--- src/rtl/multi_cycle_ctrl.sv ---
// -----------------------------------------------------------------------------
// multi_cycle_ctrl
//
// Multi-cycle MIPS control FSM. Sequences a shared ALU, a unified
// instruction/data memory and the register file over several cycles per
// instruction, and runs a ready-based wait handshake with memory.
//
// state | meaning
// ------+----------------------------------------------------------
// IF    | instruction fetch, PC+4 -> PC; waits on mem_ready
// ID    | decode, branch target -> ALUOut, dispatch on OpCode
// MA    | lw/sw effective address calculation
// MR    | lw memory read; waits on mem_ready
// MWB   | lw write-back from MDR into rt
// MW    | sw memory write; waits on mem_ready
// EXR   | R-type execute, ALU op from Funct
// RWB   | R-type write-back from ALUOut into rd
// EXI   | addi/ori execute with extended immediate
// IWB   | immediate write-back from ALUOut into rt
// BR    | beq compare, conditional PC write
// JMP   | jump, PC <- {PC[31:28], IR[25:0], 00}
//
// Ports:
//   clk, rst (sync, active high)      clock and reset
//   OpCode, Funct                     instruction fields from IR
//   mem_ready                         memory completes the access this cycle
//   Zero                              ALU zero flag (qualified in the datapath)
//   MemRd, MemWr, IorD                memory strobes and address select
//   IRWr, PCWr, PCWrCond              IR / PC write enables
//   RegDst, RegWr, Mem2Reg            register file controls
//   ALUSrcA, ALUSrcB, ExtOp, ALUCtr   ALU operand selects and operation
//   PCSrc                             PC source select
//   instr_done, illegal               one-cycle status pulses
// -----------------------------------------------------------------------------
module multi_cycle_ctrl (
  input  logic       clk,
  input  logic       rst,
  input  logic [5:0] OpCode,
  input  logic [5:0] Funct,
  input  logic       mem_ready,
  input  logic       Zero,
  output logic       MemRd,
  output logic       MemWr,
  output logic       IorD,
  output logic       IRWr,
  output logic       PCWr,
  output logic       PCWrCond,
  output logic       RegDst,
  output logic       RegWr,
  output logic       Mem2Reg,
  output logic       ALUSrcA,
  output logic [1:0] ALUSrcB,
  output logic       ExtOp,
  output logic [1:0] PCSrc,
  output logic [3:0] ALUCtr,
  output logic       instr_done,
  output logic       illegal
);

  localparam logic [5:0] OP_RTYPE = 6'b000000;
  localparam logic [5:0] OP_LW    = 6'b100011;
  localparam logic [5:0] OP_SW    = 6'b101011;
  localparam logic [5:0] OP_ADDI  = 6'b001000;
  localparam logic [5:0] OP_ORI   = 6'b001101;
  localparam logic [5:0] OP_BEQ   = 6'b000100;
  localparam logic [5:0] OP_J     = 6'b000010;

  localparam logic [3:0] ALU_ADD = 4'b0010;
  localparam logic [3:0] ALU_SUB = 4'b0110;
  localparam logic [3:0] ALU_AND = 4'b0000;
  localparam logic [3:0] ALU_OR  = 4'b0001;
  localparam logic [3:0] ALU_SLT = 4'b0111;

  typedef enum logic [3:0] {
    S_IF, S_ID, S_MA, S_MR, S_MWB, S_MW,
    S_EXR, S_RWB, S_EXI, S_IWB, S_BR, S_JMP
  } state_t;

  state_t state, next_state;

  // The branch decision (PCWrCond & Zero) is taken in the datapath, so the
  // flag is intentionally not consumed here.
  logic zero_unused;
  assign zero_unused = Zero;

  // R-type function decode shared by next-state and output logic
  logic       funct_ok;
  logic [3:0] funct_ctr;

  always_comb begin
    funct_ok  = 1'b1;
    funct_ctr = ALU_ADD;
    case (Funct)
      6'b100000: funct_ctr = ALU_ADD;
      6'b100010: funct_ctr = ALU_SUB;
      6'b100100: funct_ctr = ALU_AND;
      6'b100101: funct_ctr = ALU_OR;
      6'b101010: funct_ctr = ALU_SLT;
      default: begin
        funct_ok  = 1'b0;
        funct_ctr = ALU_ADD;
      end
    endcase
  end

  always_ff @(posedge clk) begin
    if (rst) state <= S_IF;
    else     state <= next_state;
  end

  always_comb begin
    next_state = state;
    case (state)
      S_IF:  if (mem_ready) next_state = S_ID;
      S_ID: begin
        case (OpCode)
          OP_RTYPE:       next_state = S_EXR;
          OP_LW, OP_SW:   next_state = S_MA;
          OP_ADDI, OP_ORI: next_state = S_EXI;
          OP_BEQ:         next_state = S_BR;
          OP_J:           next_state = S_JMP;
          default:        next_state = S_IF;
        endcase
      end
      S_MA:  next_state = (OpCode == OP_SW) ? S_MW : S_MR;
      S_MR:  if (mem_ready) next_state = S_MWB;
      S_MWB: next_state = S_IF;
      S_MW:  if (mem_ready) next_state = S_IF;
      S_EXR: next_state = funct_ok ? S_RWB : S_IF;
      S_RWB: next_state = S_IF;
      S_EXI: next_state = S_IWB;
      S_IWB: next_state = S_IF;
      S_BR:  next_state = S_IF;
      S_JMP: next_state = S_IF;
      default: next_state = S_IF;
    endcase
  end

  // Reset gates every output so no strobe or write enable leaks while the
  // state register is being forced back to IF.
  always_comb begin
    MemRd      = 1'b0;
    MemWr      = 1'b0;
    IorD       = 1'b0;
    IRWr       = 1'b0;
    PCWr       = 1'b0;
    PCWrCond   = 1'b0;
    RegDst     = 1'b0;
    RegWr      = 1'b0;
    Mem2Reg    = 1'b0;
    ALUSrcA    = 1'b0;
    ALUSrcB    = 2'b00;
    ExtOp      = 1'b0;
    PCSrc      = 2'b00;
    ALUCtr     = 4'b0000;
    instr_done = 1'b0;
    illegal    = 1'b0;
    if (!rst) begin
      case (state)
        S_IF: begin
          MemRd   = 1'b1;
          ALUSrcB = 2'b01;
          ALUCtr  = ALU_ADD;
          IRWr    = mem_ready;
          PCWr    = mem_ready;
        end
        S_ID: begin
          ALUSrcB = 2'b11;
          ExtOp   = 1'b1;
          ALUCtr  = ALU_ADD;
          case (OpCode)
            OP_RTYPE, OP_LW, OP_SW, OP_ADDI, OP_ORI, OP_BEQ, OP_J: illegal = 1'b0;
            default: illegal = 1'b1;
          endcase
        end
        S_MA: begin
          ALUSrcA = 1'b1;
          ALUSrcB = 2'b10;
          ExtOp   = 1'b1;
          ALUCtr  = ALU_ADD;
        end
        S_MR: begin
          MemRd = 1'b1;
          IorD  = 1'b1;
        end
        S_MWB: begin
          RegWr      = 1'b1;
          Mem2Reg    = 1'b1;
          instr_done = 1'b1;
        end
        S_MW: begin
          MemWr      = 1'b1;
          IorD       = 1'b1;
          instr_done = mem_ready;
        end
        S_EXR: begin
          ALUSrcA = 1'b1;
          ALUCtr  = funct_ctr;
          illegal = ~funct_ok;
        end
        S_RWB: begin
          RegWr      = 1'b1;
          RegDst     = 1'b1;
          instr_done = 1'b1;
        end
        S_EXI: begin
          ALUSrcA = 1'b1;
          ALUSrcB = 2'b10;
          if (OpCode == OP_ORI) begin
            ExtOp  = 1'b0;
            ALUCtr = ALU_OR;
          end else begin
            ExtOp  = 1'b1;
            ALUCtr = ALU_ADD;
          end
        end
        S_IWB: begin
          RegWr      = 1'b1;
          instr_done = 1'b1;
        end
        S_BR: begin
          ALUSrcA    = 1'b1;
          ALUCtr     = ALU_SUB;
          PCWrCond   = 1'b1;
          PCSrc      = 2'b01;
          instr_done = 1'b1;
        end
        S_JMP: begin
          PCWr       = 1'b1;
          PCSrc      = 2'b10;
          instr_done = 1'b1;
        end
        default: ;
      endcase
    end
  end

endmodule

--- config.mk ---
export PLATFORM = sky130hd
export DESIGN_NAME = multi_cycle_ctrl
export DESIGN_NICKNAME = d
export VERILOG_FILES = /design/src/rtl/multi_cycle_ctrl.sv
export SDC_FILE = /design/constraint.sdc
export NUM_CORES = 1
export LEC_CHECK = 0
export CAP_MARGIN = 20
export CORE_MARGIN = 1
export CORE_UTILIZATION = 40
export CTS_BUF_LIST = sky130_fd_sc_hd__clkbuf_2
export CTS_CLUSTER_DIAMETER = 120
export DETAILED_ROUTE_END_ITERATION = 8
export PLACE_DENSITY = 0.78
export SLEW_MARGIN = 20
export SYNTH_ARGS = -nofsm -noshare
export SYNTH_HDL_FRONTEND = slang
export SYNTH_SLANG_ARGS = --single-unit
--- constraint.sdc ---
create_clock -name clk -period 1.4 [get_ports clk]
set_input_delay 0.14 -clock clk [delete_from_list [all_inputs] [get_ports clk]]
set_output_delay 0.14 -clock clk [all_outputs]
set_load 0.01 [all_outputs]
* Word-level counts from Yosys, hierarchy flattened *
Index checks and enable logic that the tools add are counted.

word-level totals
  flip-flop bits (word level) = 4
  input port bits = 16
  output and inout port bits = 21
  logic and storage cells = 86

cells by class
  equal/unequal tests = 25
  muxes and demuxes = 44
  bitwise gates (word level) = 1
  reduce and logical (&&, ||, !) cells = 15

operators by type and width
  operator                                              count
  equality test 6 bit (second input constant)           7
  case mux 4 bit (7 select lines)                       1
  two-way mux 1 bit                                     25
  case mux 4 bit (5 select lines)                       1
  equality test 4 x 3 -> 1 bit (second input constant)  4
  equality test 4 bit (second input constant)           4
  two-way mux 4 bit                                     4
  case mux 4 bit (4 select lines)                       1
  equality test 6 x 4 -> 1 bit (second input constant)  2
  case mux 3 bit (4 select lines)                       1
  OR reduction 2 bit                                    6
  OR reduction 5 bit                                    2
  equality test 4 x 2 -> 1 bit (second input constant)  2
  case mux 1 bit (2 select lines)                       4
  OR reduction 7 bit                                    1
  equality test 6 x 2 -> 1 bit (second input constant)  1
  equality test 6 x 3 -> 1 bit (second input constant)  1
  zero test 6 bit                                       1
  two-way mux 2 bit                                     3
  two-way mux 3 bit                                     2
  inequality test 2 bit (second input constant)         3
  case mux 2 bit (3 select lines)                       1
  OR reduction 3 bit                                    2
  equality test 4 x 1 -> 1 bit (second input constant)  1
  other kinds (5)                                       5

* Logic depth before layout (Yosys ltp) *
Gate-level depths: netlist (run 1).

  word-level depth = 6
  depth in mapped cells = 5
  mapped depth without buffers = 4

* Worst setup path before layout (run 1) *
OpenSTA, ideal clock, no wires.

  path kind = flip-flop to output port
  start = register state[2]
  end = output port ALUSrcA
  arrival time = 1.317 ns
  required time = 1.260 ns
  path slack = -0.057 ns
  cell stages (with the launch flop) = 4
  path buffers = 2
  cells stage by stage = dfxtp_1 buf_6 buf_2 a2111oi_0

on the way
  word-level cells in the longest chain between the ends = 4
  elaborated cells on any way between the ends = 7
  classes of those cells = eq/ne (4); mux (2); reduce/logical (1)

ends and longest elaborated chain
  what                                               RTL line  text
  start, declared                                    79        state_t state, next_state;
  start signal, assigned                             108       else state <= next_state;
  equality test 4 bit, or another cell as far along  159       case (state)
  OR reduction 4 bit (no source line) *              -
  two-way mux 1 bit *                                159
  two-way mux 1 bit *                                158       if (!rst) begin
  end, declared                                      51        output logic ALUSrcA,

Mark *: on every way between the ends. The rest lies on a longest branch, timed or not.

* Final worst setup path (run 1) *
  start = register state[0]
  end = output port ExtOp

on the way
  word-level cells in the longest chain between the ends = 4
  elaborated cells on any way between the ends = 6
  classes of those cells = eq/ne (3); mux (2); reduce/logical (1)

ends and longest elaborated chain
  what                                                                          RTL line  text
  equality test 4 x 1 -> 1 bit or equality test 4 x 2 -> 1 bit (tied branches)  159
  OR reduction 2 bit (no source line)                                           -
  case mux 1 bit (2 select lines) *                                             159
  two-way mux 1 bit *                                                           158
  end, declared                                                                 53        output logic ExtOp,

Marked as above.

==> results by group, run 1 <==
Run status
  • Status: finished with violations
  • Failing checks: negative setup slack

Critical path
  • Worst path bufs/invs: 3
  • CP max stage cell: dfxtp_4
  • Crit path DAT: roughly 1.7 ns
  • CP Max Fanout: 6
  • Worst path cell trace: buf_4 > nand2b_4 > buf_6 > a21oi_4 > a31oi_1 > nor3_1 > buf_2
  • WP data required: 1.26 ns
  • Crit-path max cell delay: between 0.3 and 0.4 ns
  • Top delay family on crit path: buffers and inverters
  • Worst setup path class: flip-flop to output port
  • Setup crit start kind: flip-flop
  • Crit path capture type: output port

STA
  • Worst Slack Setup Final: -0.398 ns
  • Fmax: around 0.56 GHz
  • Worst clock skew: around 0.016 ns
  • Setup TNS: -4.64 ns
  • Final Setup Violations: 23
  • Final max-slew violation count: 0
  • Final worst path period need: roughly 1.8 ns
  • Final Cycle Share: 1.28
  • Hold Vio Cnt, Final: 0
  • RSZ-0062 raised after global routing: yes
  • Headroom to the max-slew limit: 0.574
  • Worst hold slack: approximately 0.52 ns
  • Slew @ Worst Pin: between 0.6 and 0.7 ns

Route
  • ANT nets after route: 0
  • Iteration-0 DRC Markers: 62
  • Drt first pass iters: 4
  • Avg WL per Cell: between 20 and 25 µm
  • DR vias: about 1,500
  • Via density per instance: about 6
  • Remaining DRCs: 0
  • Drt total wl: 5040 µm

Place
  • Gpl congestion: 0.895
  • Port buffer count: 34
  • DP Wirelength: about 2600 µm

Cells and area
  • Fillers: roughly 110
  • Largest registers: state: 4 flops
  • Most flops, register: state
  • Share of post-route cells with drive strength above 1: 0.646
  • Commonest cells after routing, fill and taps aside: 49 x buf_4, 15 x buf_6, 14 x buf_2, 9 x nor2_1, 7 x clkbuf_2
  • Layout Utilization: 0.861
  • Largest register FFs: 4
  • Most common library cell in the layout ignoring fill and taps: buf_4
  • Area grow syn2layout: 105%
  • Antenna fix cells: 0
  • Layout net count: 230

Global routing
  • GRT overflow: 0
  • Antenna violations before repair: 0
  • Largest net degree at the start of global routing: 14
  • All-Layer GR Usage: 0.359
  • Wire length of the first global-routing pass: ~7000 µm
  • Vias in the first global route: around 1,500

Die
  • Die width: between 50 and 60 µm
  • Core Area: about 0.0022 mm²
  • Core Rows: 17
  • Die height: 50.2 µm
  • Die area: 0.00252 mm²
  • # IOs: 37
  • Initial core utilization: 0.421

Logic synthesis
  • Mux share of post-synthesis cell area: 0.0108
  • Share of the yosys chip area belonging to registers: 0.0860
  • Complex-gate fraction of the synthesized area: 0.300
  • Post-Syn Area per Cell: 7.45 µm²
  • Netlist Area Pre-Place: 931 µm²
  • Adder-Cell Fraction of Synth Area: 0
  • Synthesis Warnings: 0
  • Seq cells post-synth: 4
  • Syn Nets: roughly 140
  • Synthesized netlist cell count: between 100 and 150
  • Synth Area in XOR/XNOR: 0.0282
  • Post-synthesis cell type count: 51
  • Simple-gate share of the synthesized area: 0.399
  • Largest family of logic cells by synthesized area: simple AND/OR/NAND/NOR gates

Clocking
  • Worst skew pair latency: about 0.21 ns
  • CTS clock-pin slew for the worst setup and hold paths: approximately 0.060 ns
  • H-tree lvl count: 1
  • CTS Root Cell: clkbuf_2
  • CTS tree: built
  • CTS Buf Count: 3
  • Hold_buf cts: 0
  • # clock sinks: 4
  • Clock Path Buffers: 2

Power
  • Register share of total power: 0.195
  • Sw Ratio: 0.401
  • P_int: roughly 0.38 mW
  • Pleak: around 0.83 nW
  • Comb pwr share: 0.636
  • Switching power total: roughly 0.25 mW
  • VDD IR-drop max: ~0.48 mV
  • Clock share of power: 0.169
  • Power Density: roughly 330 mW/mm²

Flow run
  • Max-capacitance violation count: 0

Hold path
  • Hold Path Class: input port to flip-flop
## layout make-up
class | count | area [µm²] | share of cell area
multi-input combinational | 103 | 943 | 0.495
sequential | 4 | 92.6 | 0.0486
clock buffer | 3 | 15.0 | 0.00788
inverter | 3 | 11.3 | 0.00591
tap | 28 | 35.0 | 0.0184
timing repair buffer | 99 | 807 | 0.424
## tightest hold or removal path, cell delays in order
cell,delay [ns]
clkbuf_2,0.13
buf_4,0.12
o21ai_0,0.13
o2bb2ai_2,0.15
## stage by stage
| stage | setup slack, ns | power (mW) | cell area, µm² | std cells |
|---|---|---|---|---|
| 3_5_place_dp | -0.703 | 0.431 | 1530 | 221 |
| 6_report | -0.398 | 0.629 | 1900 | 240 |
| 4_1_cts | -0.323 | 0.565 | 1760 | 234 |
| 5_1_grt | -0.478 | 0.652 | 1900 | 240 |
| 3_3_place_gp | -0.632 | 0.420 | 1530 | 221 |
| 2_1_floorplan | -0.0134 | 0.277 | 932 | 125 |
## layer usage
layer / vias up / GRT usage / wire, µm
met5: - / 0 / 0
met4: 0 / 0.152 / 204
met3: 23 / 0.0212 / 353
met2: 96 / 0.662 / 2550
met1: 705 / 0.421 / 1940
li1: 654 / - / -
## power by group through the flow
stage	registers [mW]	logic [mW]	clock network [mW]
4_1_cts	0.120	0.334	0.110
2_1_floorplan	0.122	0.155	0
3_3_place_gp	0.125	0.295	0
6_report	0.122	0.400	0.106
3_5_place_dp	0.125	0.306	0
5_1_grt	0.122	0.416	0.114
## worst paths after layout
check,startpoint,endpoint,slack (ns),cells past startpoint
hold reg to reg,state[3],state[0],0.80,3
setup reg to reg,state[2],state[1],-0.16,5
hold / removal,OpCode[1],state[3],0.52,4
setup / recovery,state[0],ExtOp,-0.40,7
## cell usage after synthesis, drive strengths merged
| cell | n | area share |
|---|---|---|
| nand4 | 3 | 0.020 |
| and3b | 2 | 0.019 |
| or2 | 3 | 0.020 |
| o32a | 1 | 0.011 |
| a31oi | 5 | 0.034 |
| nand3 | 3 | 0.016 |
| mux2i | 1 | 0.011 |
| o2bb2ai | 1 | 0.0094 |
| nor3b | 5 | 0.040 |
| a22oi | 4 | 0.032 |
| o21a | 2 | 0.017 |
| inv | 3 | 0.012 |
| xnor2 | 3 | 0.028 |
| a221oi | 1 | 0.0094 |
| a21o | 3 | 0.024 |
| buf | 15 | 0.16 |
| nand4b | 1 | 0.0094 |
| nand3b | 1 | 0.0081 |
| o21bai | 1 | 0.0081 |
| a21oi | 5 | 0.027 |
| or4b | 3 | 0.036 |
| nor3 | 7 | 0.038 |
| nor4b | 1 | 0.0094 |
| o22ai | 1 | 0.0067 |
| or4 | 1 | 0.0081 |
| nand2 | 4 | 0.016 |
| o21ai | 6 | 0.032 |
| and4 | 1 | 0.0094 |
| and4b | 1 | 0.011 |
| nor4 | 3 | 0.020 |
| nand2b | 4 | 0.027 |
| and3 | 1 | 0.0067 |
| nor2 | 10 | 0.040 |
| o311a | 1 | 0.011 |
| dfxtp | 4 | 0.086 |
| o22a | 1 | 0.0094 |
| nor2b | 5 | 0.034 |
| o41ai | 1 | 0.017 |
| a31o | 1 | 0.0094 |
| a211oi | 1 | 0.013 |
| conb | 1 | 0.0040 |
| nor4bb | 1 | 0.011 |
| a32oi | 1 | 0.0094 |
| a2111oi | 2 | 0.019 |
## kinds of logic after synthesis
group / count (synthesis)
AND/OR/NAND/NOR: 60
AO/OA/AOI/OAI: 38
multiplexers: 1
buffers and inverters: 18
XOR/XNOR: 3
flip-flops: 4
other: 1
## what timing repair did
| item | CTS | global route |
|---|---|---|
| setup buffers | 10 | 8 |
| gates resized for setup | 131 | 34 |
| setup endpoints to repair | 24 | 24 |
| pin swaps | 18 | 22 |
No activity file was read; power rests on OpenSTA's default activity.
==> run 2: changes to the inputs <==
CORE_UTILIZATION = 25   (was 40)
CTS_CLUSTER_SIZE = 30   (was default)
PLACE_DENSITY = default   (was 0.78)
==> results by group, run 2 (same netlist as run 1, synthesis figures left out) <==
Run status
  • Status: finished with violations (unchanged)
  • Failing checks: negative setup slack (unchanged)

Hold path
  • Hold path depth: 4 (unchanged)
  • Hold Path Class: input port to flip-flop (unchanged)
  • Hold_sp: OpCode[4] (was OpCode[1])
  • Hold Crit Endpoint: state[3] (unchanged)

Critical path
  • Worst r2r src: state[1] (was state[2])
  • Crit path DAT: 1.58 ns (was 1.66 ns)
  • Setup crit start kind: flip-flop (unchanged)
  • CP Max Fanout: 6 (unchanged)
  • Crit path capture type: output port (unchanged)
  • Reg2reg end: state[0] (was state[1])
  • Worst reg-to-reg path cell count: 4 (was 5)
  • Worst setup path class: flip-flop to output port (unchanged)
  • WP data required: 1.26 ns (about the same)
  • R2r setup slk: -0.14 ns (was -0.16 ns)

Cells and area
  • Area grow syn2layout: 100% (was 105%)
  • Most common library cell in the layout ignoring fill and taps: buf_4 (unchanged)
  • Layout net count: 226 (was 230)
  • Largest registers: state: 4 flops (unchanged)
  • Layout Cells excl Fill: 254 (was 240)
  • Most flops, register: state (unchanged)
  • Share of post-route cells with drive strength above 1: 0.649 (was 0.646)
  • Antenna fix cells: 0 (unchanged)
  • Layout Utilization: 0.542 (was 0.861)
  • Final instance area: 0.00187 mm² (was 0.00190 mm²)
  • Commonest cells after routing, fill and taps aside: 46 x buf_4, 20 x buf_2, 15 x buf_6, 8 x nor2_1, 6 x dlygate4sd2_1 (was 49 x buf_4, 15 x buf_6, 14 x buf_2, 9 x nor2_1, 7 x clkbuf_2)
  • Largest register FFs: 4 (unchanged)

Route
  • Iteration-0 DRC Markers: 68 (was 62)
  • DR vias: 1,328 (was 1,478)
  • Drt first pass iters: 4 (unchanged)
  • Remaining DRCs: 0 (unchanged)
  • ANT nets after route: 0 (unchanged)
  • Avg WL per Cell: 15.4 µm (was 21.0 µm)
  • Via density per instance: 5.23 (was 6.16)
  • Drt total wl: 3920 µm (was 5040 µm)

STA
  • Slew @ Worst Pin: 0.626 ns (was 0.624 ns)
  • Worst Slack Setup Final: -0.319 ns (was -0.398 ns)
  • Worst hold slack: 0.537 ns (was 0.516 ns)
  • Headroom to the max-slew limit: 0.582 (was 0.574)
  • Final max-slew violation count: 0 (unchanged)
  • RSZ-0062 raised after global routing: yes (unchanged)
  • Fmax: 0.582 GHz (was 0.556 GHz)
  • Hold Vio Cnt, Final: 0 (unchanged)
  • Final Setup Violations: 20 (was 23)
  • Worst clock skew: 0.00674 ns (was 0.0157 ns)
  • Setup TNS: -3.31 ns (was -4.64 ns)
  • Final Cycle Share: 1.23 (was 1.28)
  • Final worst path period need: 1.72 ns (was 1.80 ns)

Place
  • Setup WS pre-CTS: -0.722 ns (was -0.703 ns)
  • Area of placed instances: 0.00155 mm² (was 0.00153 mm²)
  • Gpl congestion: 0.847 (was 0.895)
  • Inst Count DP: 239 (was 221)
  • DP Wirelength: 2470 µm (was 2550 µm)
  • Port buffer count: 34 (unchanged)

Clocking
  • Worst skew pair latency: 0.21 ns (about the same)
  • # clock sinks: 4 (unchanged)
  • CTS clock-pin slew for the worst setup and hold paths: 0.05 ns (was 0.06 ns)
  • H-tree lvl count: 1 (unchanged)
  • Hold_buf cts: 0 (unchanged)
  • CTS Buf Count: 3 (unchanged)
  • Clock Path Buffers: 2 (unchanged)
  • CTS tree: built (unchanged)
  • CTS Root Cell: clkbuf_2 (unchanged)

Flow run
  • Max-capacitance violation count: 0 (unchanged)

Die
  • Core Rows: 21 (was 17)
  • Die height: 63.0 µm (was 50.2 µm)
  • Core Area: 0.00344 mm² (was 0.00221 mm²)
  • Die width: 63.0 µm (was 50.2 µm)
  • # IOs: 37 (unchanged)
  • Initial core utilization: 0.270 (was 0.421)
  • Die area: 0.00397 mm² (was 0.00252 mm²)

Global routing
  • All-Layer GR Usage: 0.182 (was 0.359)
  • Antenna violations before repair: 0 (unchanged)
  • Largest net degree at the start of global routing: 18 (was 14)
  • Vias in the first global route: 1,326 (was 1,480)
  • Wire length of the first global-routing pass: 5970 µm (was 6990 µm)
  • GRT overflow: 0 (unchanged)

Power
  • VDD IR-drop max: 0.225 mV (was 0.476 mV)
  • Power Density: 324 mW/mm² (was 330 mW/mm²)
  • Tot Pwr: 0.605 mW (was 0.629 mW)
  • Pleak: 0.797 nW (was 0.833 nW)
-- run 2: worst max-delay path: stages, from the launching register on --
cell and delay [ns]:
dfxtp_4 0.37, nor3b_1 0.20, or4b_1 0.54, a21oi_2 0.13, buf_2 0.14
-- run 2: routing by layer --
layer  routed length (µm)  GRT usage
met1                 1730      0.217
met2                 2010      0.320
met3                  130     0.0201
met4                   49     0.0843
met5                    0          0
-- run 2: area by class of cell --
cell class | count | area [µm²]
fill | 304 | 1580
multi-input combinational | 103 | 932
timing repair buffer | 95 | 759
sequential | 4 | 90.1
tap | 46 | 57.6
clock buffer | 3 | 15.0
inverter | 3 | 11.3
-- run 2: worst max-delay path by stage --
stage / to / cells after the start / start
after floorplan: ALUCtr[0] / 5 / state[0]
after global placement: illegal / 7 / OpCode[1]
after detailed placement: ALUCtr[0] / 6 / OpCode[1]
after CTS: illegal / 5 / state[2]
after global routing: instr_done / 4 / state[0]
final: instr_done / 4 / state[0]
-- run 2: report_power, final --
part / switching (mW) / total [mW] / internal [mW]
registers: 0.00730 / 0.124 / 0.116
logic: 0.174 / 0.378 / 0.203
clock network: 0.0460 / 0.104 / 0.0576
total: 0.228 / 0.605 / 0.377
-- run 2: repair_timing --
action / 4_1_cts / 5_1_grt
pin swaps: 21 / 20
setup buffers: 8 / 4
setup endpoints to repair: 24 / 24
gates resized for setup: 142 / 33
==> run 3: changes to the inputs <==
GPL_TIMING_DRIVEN = 0   (was default)
==> results by group, run 3 (same netlist as run 1, synthesis figures left out) <==
Place
  • Gpl congestion: 0.867 (was 0.847)
  • Inst Count DP: 201 (was 239)
  • Setup WS pre-CTS: -0.839 ns (was -0.722 ns)
  • Area of placed instances: 0.00129 mm² (was 0.00155 mm²)
  • Port buffer count: 30 (was 34)
  • DP Wirelength: 2200 µm (was 2470 µm)

Global routing
  • Vias in the first global route: 1,274 (was 1,326)
  • Largest net degree at the start of global routing: 11 (was 18)
  • Antenna violations before repair: 0 (unchanged)
  • All-Layer GR Usage: 0.180 (was 0.182)
  • Wire length of the first global-routing pass: 5780 µm (was 5970 µm)
  • GRT overflow: 0 (unchanged)

Die
  • Core Rows: 21 (unchanged)
  • # IOs: 37 (unchanged)
  • Die height: 63.0 µm (unchanged)
  • Core Area: 0.00344 mm² (unchanged)
  • Die width: 63.0 µm (unchanged)
  • Die area: 0.00397 mm² (unchanged)
  • Initial core utilization: 0.270 (unchanged)

Route
  • Drt first pass iters: 5 (was 4)
  • Remaining DRCs: 0 (unchanged)
  • Iteration-0 DRC Markers: 79 (was 68)
  • DR vias: 1,289 (was 1,328)
  • Avg WL per Cell: 16.8 µm (was 15.4 µm)
  • Drt total wl: 3900 µm (was 3920 µm)
  • Via density per instance: 5.53 (was 5.23)
  • ANT nets after route: 0 (unchanged)

Power
  • Comb pwr share: 0.620 (was 0.625)
  • Sw Ratio: 0.385 (was 0.376)
  • Switching power total: 0.223 mW (was 0.228 mW)
  • Clock share of power: 0.174 (was 0.171)
  • Power Density: 322 mW/mm² (was 324 mW/mm²)
  • Tot Pwr: 0.580 mW (was 0.605 mW)
  • VDD IR-drop max: 0.248 mV (was 0.225 mV)
  • Register share of total power: 0.206 (was 0.204)
  • Pleak: 0.747 nW (was 0.797 nW)
  • P_int: 0.356 mW (was 0.377 mW)

STA
  • Worst Slack Setup Final: -0.326 ns (was -0.319 ns)
  • Worst clock skew: 0.00284 ns (was 0.00674 ns)
  • Final worst path period need: 1.73 ns (was 1.72 ns)
  • Final Cycle Share: 1.23 (about the same)
  • Hold Vio Cnt, Final: 0 (unchanged)
  • RSZ-0062 raised after global routing: yes (unchanged)
  • Fmax: 0.579 GHz (was 0.582 GHz)
  • Final max-slew violation count: 0 (unchanged)
  • Worst hold slack: 0.297 ns (was 0.537 ns)
  • Final Setup Violations: 23 (was 20)

Run status
  • Status: finished with violations (unchanged)
  • Failing checks: negative setup slack (unchanged)

Clocking
  • # clock sinks: 4 (unchanged)
  • CTS Buf Count: 3 (unchanged)
  • CTS tree: built (unchanged)
  • Hold_buf cts: 0 (unchanged)
  • Clock Path Buffers: 2 (unchanged)
  • H-tree lvl count: 1 (unchanged)
  • CTS clock-pin slew for the worst setup and hold paths: 0.04 ns (was 0.05 ns)
  • Worst skew pair latency: 0.20 ns (was 0.21 ns)
  • CTS Root Cell: clkbuf_2 (unchanged)

Cells and area
  • Most common library cell in the layout ignoring fill and taps: buf_4 (unchanged)
  • Area grow syn2layout: 93.4% (was 100%)
  • Largest registers: state: 4 flops (unchanged)
  • Layout net count: 205 (was 226)
  • Commonest cells after routing, fill and taps aside: 22 x buf_4, 19 x buf_6, 17 x buf_2, 8 x nor2_1 (was 46 x buf_4, 20 x buf_2, 15 x buf_6, 8 x nor2_1, 6 x dlygate4sd2_1)
  • Fillers: 313 (was 304)
  • Final instance area: 0.00180 mm² (was 0.00187 mm²)
  • Layout Cells excl Fill: 233 (was 254)
  • Antenna fix cells: 0 (unchanged)
  • Most flops, register: state (unchanged)
  • Largest register FFs: 4 (unchanged)
  • Share of post-route cells with drive strength above 1: 0.626 (was 0.649)

Critical path
  • WP data required: 1.26 ns (about the same)
  • Crit path DAT: 1.59 ns (was 1.58 ns)
  • CP Max Fanout: 5 (was 6)
  • Crit path capture type: output port (unchanged)
  • Setup crit start kind: flip-flop (unchanged)
  • Worst setup path class: flip-flop to output port (unchanged)

Flow run
  • Max-capacitance violation count: 0 (unchanged)

Hold path
  • Hold Path Class: input port to flip-flop (unchanged)
run 3: through the flow:
stage | util | TNS (ns)
global route | 0.523 | -5.24
CTS | 0.453 | -3.52
global placement | 0.375 | -9.41
finish | 0.523 | -3.65
detailed placement | 0.375 | -9.75
floorplan | - | -0.0267
run 3: metal layers:
metal,wire [µm],share of wire,track usage
met4,103,0.026,0.0872
met3,165,0.042,0.0128
met2,1950,0.50,0.320
met1,1690,0.43,0.216
met5,0,0,0
run 3: critical path: stages (launching register included):
cell and delay, ns:
dfxtp_4 0.36, or4b_4 0.52, a31oi_2 0.18, a22oi_2 0.07, nor2_1 0.11, buf_2 0.14
run 3: power groups by stage:
| stage | clock (mW) | sequential [mW] | combinational (mW) |
|---|---|---|---|
| final | 0.101 | 0.120 | 0.359 |
| after global routing | 0.115 | 0.120 | 0.379 |
| after CTS | 0.108 | 0.118 | 0.291 |
| after detailed placement | 0 | 0.122 | 0.250 |
| after global placement | 0 | 0.122 | 0.248 |
| after floorplan | 0 | 0.122 | 0.155 |
run 3: final cells by class:
type / count / area, µm² / share of cell area
Tap cell: 46 / 57.6 / 0.0320
Buffer: 14 / 160 / 0.0890
Inverter: 3 / 11.3 / 0.00625
Clock buffer: 3 / 15.0 / 0.00834
Sequential cell: 4 / 90.1 / 0.0500
Multi-Input combinational cell: 103 / 965 / 0.536
Timing Repair Buffer: 60 / 502 / 0.279
run 3: repair_timing:
action                     4_1_cts  5_1_grt
setup buffers                   19       12
setup endpoints to repair       23       24
cloned                           0        0
pin swaps                       18       16
resized for setup              132       39
run 3: worst paths after layout:
check	depth (start not counted)	slack, ns	to	start
max	5	-0.33	illegal	state[2]
min	3	0.30	state[3]	rst
max reg2reg	9	-0.16	state[2]	state[1]
min reg2reg	4	0.78	state[3]	state[1]
